$ cat src/rtl/div_pkg.sv
// Shared types and codes for the Newton-Raphson division sequencer.
package div_pkg;

  // Sequencer states; encodings are fixed so they can be read off a waveform.
  typedef enum logic [3:0] {
    StIdle   = 4'd0,
    StLut    = 4'd1,
    StNMul1  = 4'd2,
    StNWait1 = 4'd3,
    StNA     = 4'd4,
    StNMul2  = 4'd5,
    StNWait2 = 4'd6,
    StNX     = 4'd7,
    StQMul1  = 4'd8,
    StQWait1 = 4'd9,
    StQE     = 4'd10,
    StQMul2  = 4'd11,
    StQWait2 = 4'd12,
    StQEb    = 4'd13,
    StResult = 4'd14
  } div_state_e;

  // Multiplier operand A select codes.
  localparam logic [1:0] SEL_X  = 2'b00;  // x
  localparam logic [1:0] SEL_A  = 2'b01;  // A
  localparam logic [1:0] SEL_FA = 2'b10;  // {fa, 5'b0}
  localparam logic [1:0] SEL_E  = 2'b11;  // {E, 3'b0}

  // Multiplier operand B select codes.
  localparam logic SEL_FB = 1'b0;  // {fb, 5'b0}
  localparam logic SEL_XB = 1'b1;  // x

  // Newton iteration counts.
  localparam logic [1:0] ITER_SP = 2'd2;
  localparam logic [1:0] ITER_DP = 2'd3;

endpackage

$ cat src/rtl/mul_wait_cnt.sv
// Loadable down-counter timing the multiplier latency; shared by every wait state.
module mul_wait_cnt #(
  parameter int unsigned MUL_LAT = 1
) (
  input  logic clk_i,
  input  logic rst_i,
  input  logic load_i,  // issue cycle: arm with MUL_LAT-1
  input  logic dec_i,   // wait cycle: count down
  output logic last_o   // this decrement brings the count to zero
);

  localparam int unsigned W = (MUL_LAT > 1) ? $clog2(MUL_LAT) : 1;
  localparam logic [W-1:0] LoadVal = W'(MUL_LAT - 1);

  logic [W-1:0] cnt_q, cnt_d;

  // Next count: load on issue, saturating decrement while waiting.
  always_comb begin
    cnt_d = cnt_q;
    if (load_i) begin
      cnt_d = LoadVal;
    end else if (dec_i && (cnt_q != '0)) begin
      cnt_d = cnt_q - W'(1);
    end
  end

  // Count register with synchronous reset.
  always_ff @(posedge clk_i) begin
    if (rst_i) cnt_q <= '0;
    else       cnt_q <= cnt_d;
  end

  assign last_o = (cnt_q == W'(1));

endmodule

$ cat src/rtl/div_seq_ctrl.sv
// Moore sequencer for the Newton-Raphson divider: seed lookup, Newton iterations,
// quotient and remainder multiplies, result load. Drives selects and load strobes only.
module div_seq_ctrl
  import div_pkg::*;
#(
  parameter int unsigned MUL_LAT = 1
) (
  input  logic       clk,
  input  logic       rst,
  input  logic       start,
  input  logic       db,
  output logic       busy,
  output logic       done,
  output logic       mul_own,
  output logic [1:0] sel_a,
  output logic       sel_b,
  output logic       ld_x_lut,
  output logic       ld_a,
  output logic       ld_x,
  output logic       ld_d,
  output logic       ld_e,
  output logic       ld_eb,
  output logic       ld_fq,
  output logic       e_db_mask
);

  localparam bit NoWait = (MUL_LAT == 1);

  div_state_e state_q, state_d;
  logic       db_q, db_d;
  logic [1:0] itc_q, itc_d;
  logic       wc_load, wc_dec, wc_last;

  mul_wait_cnt #(
    .MUL_LAT(MUL_LAT)
  ) u_wait_cnt (
    .clk_i (clk),
    .rst_i (rst),
    .load_i(wc_load),
    .dec_i (wc_dec),
    .last_o(wc_last)
  );

  // Next-state logic and Moore output decode from the state register.
  always_comb begin
    state_d  = state_q;
    db_d     = db_q;
    itc_d    = itc_q;
    wc_load  = 1'b0;
    wc_dec   = 1'b0;
    done     = 1'b0;
    sel_a    = SEL_X;
    sel_b    = SEL_FB;
    ld_x_lut = 1'b0;
    ld_a     = 1'b0;
    ld_x     = 1'b0;
    ld_d     = 1'b0;
    ld_e     = 1'b0;
    ld_eb    = 1'b0;
    ld_fq    = 1'b0;

    unique case (state_q)
      StIdle: begin
        if (start) begin
          state_d = StLut;
          db_d    = db;
        end
      end
      StLut: begin
        ld_x_lut = 1'b1;
        itc_d    = db_q ? ITER_DP : ITER_SP;
        state_d  = StNMul1;
      end
      // Newton step 1: x * fb, captured into A as the complement.
      StNMul1: begin
        wc_load = 1'b1;
        state_d = NoWait ? StNA : StNWait1;
      end
      StNWait1: begin
        wc_dec = 1'b1;
        if (wc_last) state_d = StNA;
      end
      StNA: begin
        ld_a    = 1'b1;
        state_d = StNMul2;
      end
      // Newton step 2: A * x, captured into x.
      StNMul2: begin
        sel_a   = SEL_A;
        sel_b   = SEL_XB;
        wc_load = 1'b1;
        state_d = NoWait ? StNX : StNWait2;
      end
      StNWait2: begin
        sel_a  = SEL_A;
        sel_b  = SEL_XB;
        wc_dec = 1'b1;
        if (wc_last) state_d = StNX;
      end
      StNX: begin
        sel_a   = SEL_A;
        sel_b   = SEL_XB;
        ld_x    = 1'b1;
        itc_d   = itc_q - 2'd1;
        state_d = (itc_q == 2'd1) ? StQMul1 : StNMul1;
      end
      // Quotient multiply: fa * x.
      StQMul1: begin
        sel_a   = SEL_FA;
        sel_b   = SEL_XB;
        wc_load = 1'b1;
        state_d = NoWait ? StQE : StQWait1;
      end
      StQWait1: begin
        sel_a  = SEL_FA;
        sel_b  = SEL_XB;
        wc_dec = 1'b1;
        if (wc_last) state_d = StQE;
      end
      StQE: begin
        sel_a   = SEL_FA;
        sel_b   = SEL_XB;
        ld_e    = 1'b1;
        ld_d    = 1'b1;
        state_d = StQMul2;
      end
      // Remainder multiply: E * fb.
      StQMul2: begin
        sel_a   = SEL_E;
        sel_b   = SEL_FB;
        wc_load = 1'b1;
        state_d = NoWait ? StQEb : StQWait2;
      end
      StQWait2: begin
        sel_a  = SEL_E;
        sel_b  = SEL_FB;
        wc_dec = 1'b1;
        if (wc_last) state_d = StQEb;
      end
      StQEb: begin
        sel_a   = SEL_E;
        sel_b   = SEL_FB;
        ld_eb   = 1'b1;
        state_d = StResult;
      end
      StResult: begin
        ld_fq   = 1'b1;
        done    = 1'b1;
        state_d = StIdle;
      end
      default: state_d = StIdle;
    endcase
  end

  // Divider owns the multiplier from seed lookup through the last capture.
  assign busy      = (state_q != StIdle);
  assign mul_own   = (state_q != StIdle) && (state_q != StResult);
  assign e_db_mask = db_q;

  // State, latched precision and iteration counter.
  always_ff @(posedge clk) begin
    if (rst) begin
      state_q <= StIdle;
      db_q    <= 1'b0;
      itc_q   <= 2'd0;
    end else begin
      state_q <= state_d;
      db_q    <= db_d;
      itc_q   <= itc_d;
    end
  end

endmodule
$ cat config.mk
export PLATFORM = sky130hd
export DESIGN_NAME = div_seq_ctrl
export DESIGN_NICKNAME = d
export VERILOG_FILES = /design/src/rtl/div_pkg.sv /design/src/rtl/mul_wait_cnt.sv /design/src/rtl/div_seq_ctrl.sv
export SDC_FILE = /design/constraint.sdc
export NUM_CORES = 1
export LEC_CHECK = 0
export ABC_AREA = 1
export CORE_AREA = 2 2 40 42
export DETAILED_ROUTE_END_ITERATION = 7
export DIE_AREA = 0 0 42 44
export PLACE_DENSITY = 0.75
export SKIP_CTS_REPAIR_TIMING = 1
export SLEW_MARGIN = 10
export SYNTH_ARGS = -nofsm -noshare
export SYNTH_HDL_FRONTEND = slang
export SYNTH_SLANG_ARGS = --single-unit
$ cat constraint.sdc
create_clock -name clk -period 2.7 [get_ports clk]
set_input_delay 0.27 -clock clk [delete_from_list [all_inputs] [get_ports clk]]
set_output_delay 0.27 -clock clk [all_outputs]
set_load 0.02 [all_outputs]
==> metrics.txt <==
placer congestion estimate=around 0.93; clock buffers created by TritonCTS=3; CP max stage delay=approximately 600 ps; std cell rows=14; CTS tree=built; peak supply drop=roughly 0.44 mV; maximum fanout along the worst path=5; simple-gate share of the synthesized area=46.65%; chip width=42 um; initial core utilization=between 40% and 50%; setup clock skew after layout=about 5.4 ps; post-route setup TNS=0 ps; total track usage=~20%; clock slew at the register clock pins of the worst setup and hold paths=60 ps; fraction of the core area covered by cells at the end of the flow=58.47%; max-slew headroom at the worst pin=between 70% and 80%; endpoint of the worst-slack reg-to-reg timing path=itc_q[1]; antenna fix cells=0; total power draw=0.0007213 W; largest net degree at the start of global routing=9; startpoint of the worst setup timing path=state_q[0]; metal2 WL=around 740 um; vias in the first global route=640; top-count cell post-synth=sky130_fd_sc_hd__nand2_1; relative area change from synthesis to final layout=30.51%; top layer used by detailed routing=met4; outcome=complete, no violations; grt total ovfl=0; R2R depth=7; top achievable clock speed=461.0 MHz; buffers and inverters on the worst path=3; final critical-path share of the clock period=80.34%; global-route wire length before repair=about 2700 um; post-detailed-placement half-perimeter wirelength=~1300 um; remaining design rule violation count=0; I/O Pins=18; leading post-synthesis cells by cell area=sky130_fd_sc_hd__dfxtp_1, sky130_fd_sc_hd__nand2_1, sky130_fd_sc_hd__nor2_1; unrepaired setup endpoints after global routing=false; Initial DRT Pass Iterations=5; post-place instance area=807.0 um^2; clock period minus worst slack=roughly 2200 ps; Yosys warning total=0; kind of cell with the highest combined delay on the critical path=buffers and inverters; number of DRC markers after the initial detailed-route iteration=20; Core Area=1419 um^2; Buffers on Ports=17; share of synthesized registers carrying an async set or reset=0%; number of distinct library cell variants in the gate-level netlist after synthesis=22; xor-xnor portion of the synthesized cell area=0%; Final Max Tran Viols=0; Post-synth EDFFs=0; slew of the pin with the lowest slew margin=roughly 340 ps; Worst Setup End Kind=output pin; CP arrival=~1900 ps; CP max stage cell=sky130_fd_sc_hd__clkdlybuf4s50_1; count of state elements after synthesis=8; number of nets in the layout=127; cell types with the highest counts after synthesis=sky130_fd_sc_hd__nand2_1, sky130_fd_sc_hd__nor2_1, sky130_fd_sc_hd__inv_1, sky130_fd_sc_hd__dfxtp_1, sky130_fd_sc_hd__nand2_2; Post-Syn Instances=around 100; list of cells traversed by the critical path=inv_1, nor2_2, inv_2, nor2_4, nor2_1, nand2_1, clkdlybuf4s50_1; number of H-tree levels=1; top flip-flop cell by instance count after synthesis=sky130_fd_sc_hd__dfxtp_1; largest area contributor in the netlist=sky130_fd_sc_hd__dfxtp_1; antenna violations before repair=0; final setup vio count=0; post-synth net total=approximately 110; fraction of the mapped netlist area in compound gates=13.78%; fill count=140; data required time of the worst path=2430 ps; area of all placed cells without fillers=around 830 um^2; multiplexer fraction of the synthesized cell area=0%; number of nets with antenna violations after routing=0; Metal-1 WL=685 um; Chip Height=between 40 and 50 um; combinational family with the most area after synthesis=simple AND/OR/NAND/NOR gates; average vias per placed instance=5.000; routed length per instance=around 12 um; depth of the critical timing path with buffers and inverters included=7; Seq/Total Area, Yosys=25.20%; Clock Latency Late Sink=about 270 ps; full die area=1848 um^2; Vias=just under 700; class of the worst hold path=reg2reg; crit start category=flop; Hold Vio Cnt, Final=0; share of post-route cells with drive strength above 1=between 10% and 20%; number of buffers on the longest clock path=2; Detailed Route WL=between 1500 and 2000 um; Mapped Avg Cell Area=between 6 and 7 um^2; setup slack, reg-to-reg=1360 ps; met3 wire len=123 um; total leakage power=0.3607 nW; clock tree root driver cell=sky130_fd_sc_hd__clkbuf_4; Synth top area share=roughly a quarter; number of sinks driven by the clock tree=8; Crit Reg-Reg Startpoint=state_q[2]; last element of the critical path=sel_a[1]; category of the critical setup timing path=reg2out; PD cells=approximately 870 nW/um^2; max_cap viols=0; cell area after synthesis=about 640 um^2; share of synthesized cell area in full adder, half adder and majority cells=roughly 2%
[per-layer routing]
| layer | vias up | track usage, % |
|---|---|---|
| met2 | 39 | 31.87 |
| li1 | 351 | - |
| met1 | 284 | 23.04 |
| met5 | - | 0 |
| met4 | 0 | 16.77 |
| met3 | 6 | 4.167 |
[sequential cells by signal (all words and copies together), names as in the netlist]
signal,count
itc_q,2
state_q,4
u_wait_cnt.last_o,1
e_db_mask,1
[through the flow]
| stage | setup WS (ps) | hold slack (ps) | instances |
|---|---|---|---|
| 2_1_floorplan | 1281 | 440.8 | 103 |
| 3_3_place_gp | 833.1 | 469.2 | 133 |
| 3_5_place_dp | 819.0 | 479.2 | 133 |
| 4_1_cts | 524.8 | 488.9 | 136 |
| 5_1_grt | 423.1 | 521.0 | 136 |
| 6_report | 530.8 | 485.3 | 136 |
[power by group]
part / internal, W / leakage (nW) / switching (W)
sequential: 0.000152 / 0.0655 / 0.0000313
clock: 0.0000513 / 0.0138 / 0.0000476
combinational: 0.000174 / 0.281 / 0.000265
[worst reg2reg max path, stage by stage, from the launching register on]
cell and delay (ps):
sky130_fd_sc_hd__dfxtp_1 440, sky130_fd_sc_hd__inv_1 120, sky130_fd_sc_hd__nor2_4 160, sky130_fd_sc_hd__inv_1 80
sky130_fd_sc_hd__nor2_2 160, sky130_fd_sc_hd__inv_1 80, sky130_fd_sc_hd__nor2_1 100, sky130_fd_sc_hd__nor3_1 60
[kinds of logic after synthesis]
logic type | count (synthesis)
AO/OA/AOI/OAI | 12
AND/OR/NAND/NOR | 63
buffers and inverters | 19
flip-flops | 8
adder cells (fa/ha/maj) | 1
[cell type report]
class,count,area [um^2],area share (%)
flip-flops and latches,8,160.2,19.31
multi-input cells,76,396.6,47.81
clock buffers,3,22.52,2.715
repair buffers,17,170.2,20.51
well taps,16,20.02,2.413
inverters,16,60.06,7.240
[worst min-delay path by stage]
stage                      to  depth (start not counted)       from  slack (ps)
finish              e_db_mask                          2  e_db_mask         490
global route        e_db_mask                          2  e_db_mask         520
CTS                 e_db_mask                          2  e_db_mask         490
detailed placement  e_db_mask                          2  e_db_mask         480
global placement    e_db_mask                          2  e_db_mask         470
floorplan           e_db_mask                          2      start         440
[layout by cell type (no fill, tap or decap)]
master / Yosys / routed
sky130_fd_sc_hd__a211oi_1: 1 / 1
sky130_fd_sc_hd__a21oi_1: 4 / 4
sky130_fd_sc_hd__nand2_2: 5 / 5
sky130_fd_sc_hd__nor2_2: 4 / 4
sky130_fd_sc_hd__inv_2: 2 / 2
sky130_fd_sc_hd__o21ai_4: 1 / 1
sky130_fd_sc_hd__clkdlybuf4s50_1: 0 / 17
sky130_fd_sc_hd__a21oi_2: 2 / 2
sky130_fd_sc_hd__a31o_2: 1 / 1
sky130_fd_sc_hd__o211ai_1: 1 / 1
sky130_fd_sc_hd__nor3_1: 2 / 2
sky130_fd_sc_hd__nor4_1: 1 / 1
sky130_fd_sc_hd__inv_1: 14 / 14
sky130_fd_sc_hd__nand3_1: 4 / 4
sky130_fd_sc_hd__nor2_4: 3 / 3
sky130_fd_sc_hd__o21ai_0: 2 / 2
sky130_fd_sc_hd__nor2_1: 16 / 16
sky130_fd_sc_hd__clkbuf_4: 0 / 3
sky130_fd_sc_hd__dfxtp_1: 8 / 8
sky130_fd_sc_hd__or2_4: 1 / 1
sky130_fd_sc_hd__nand2_1: 27 / 27
sky130_fd_sc_hd__ha_1: 1 / 1
No activity file was read; power rests on OpenSTA's default activity.
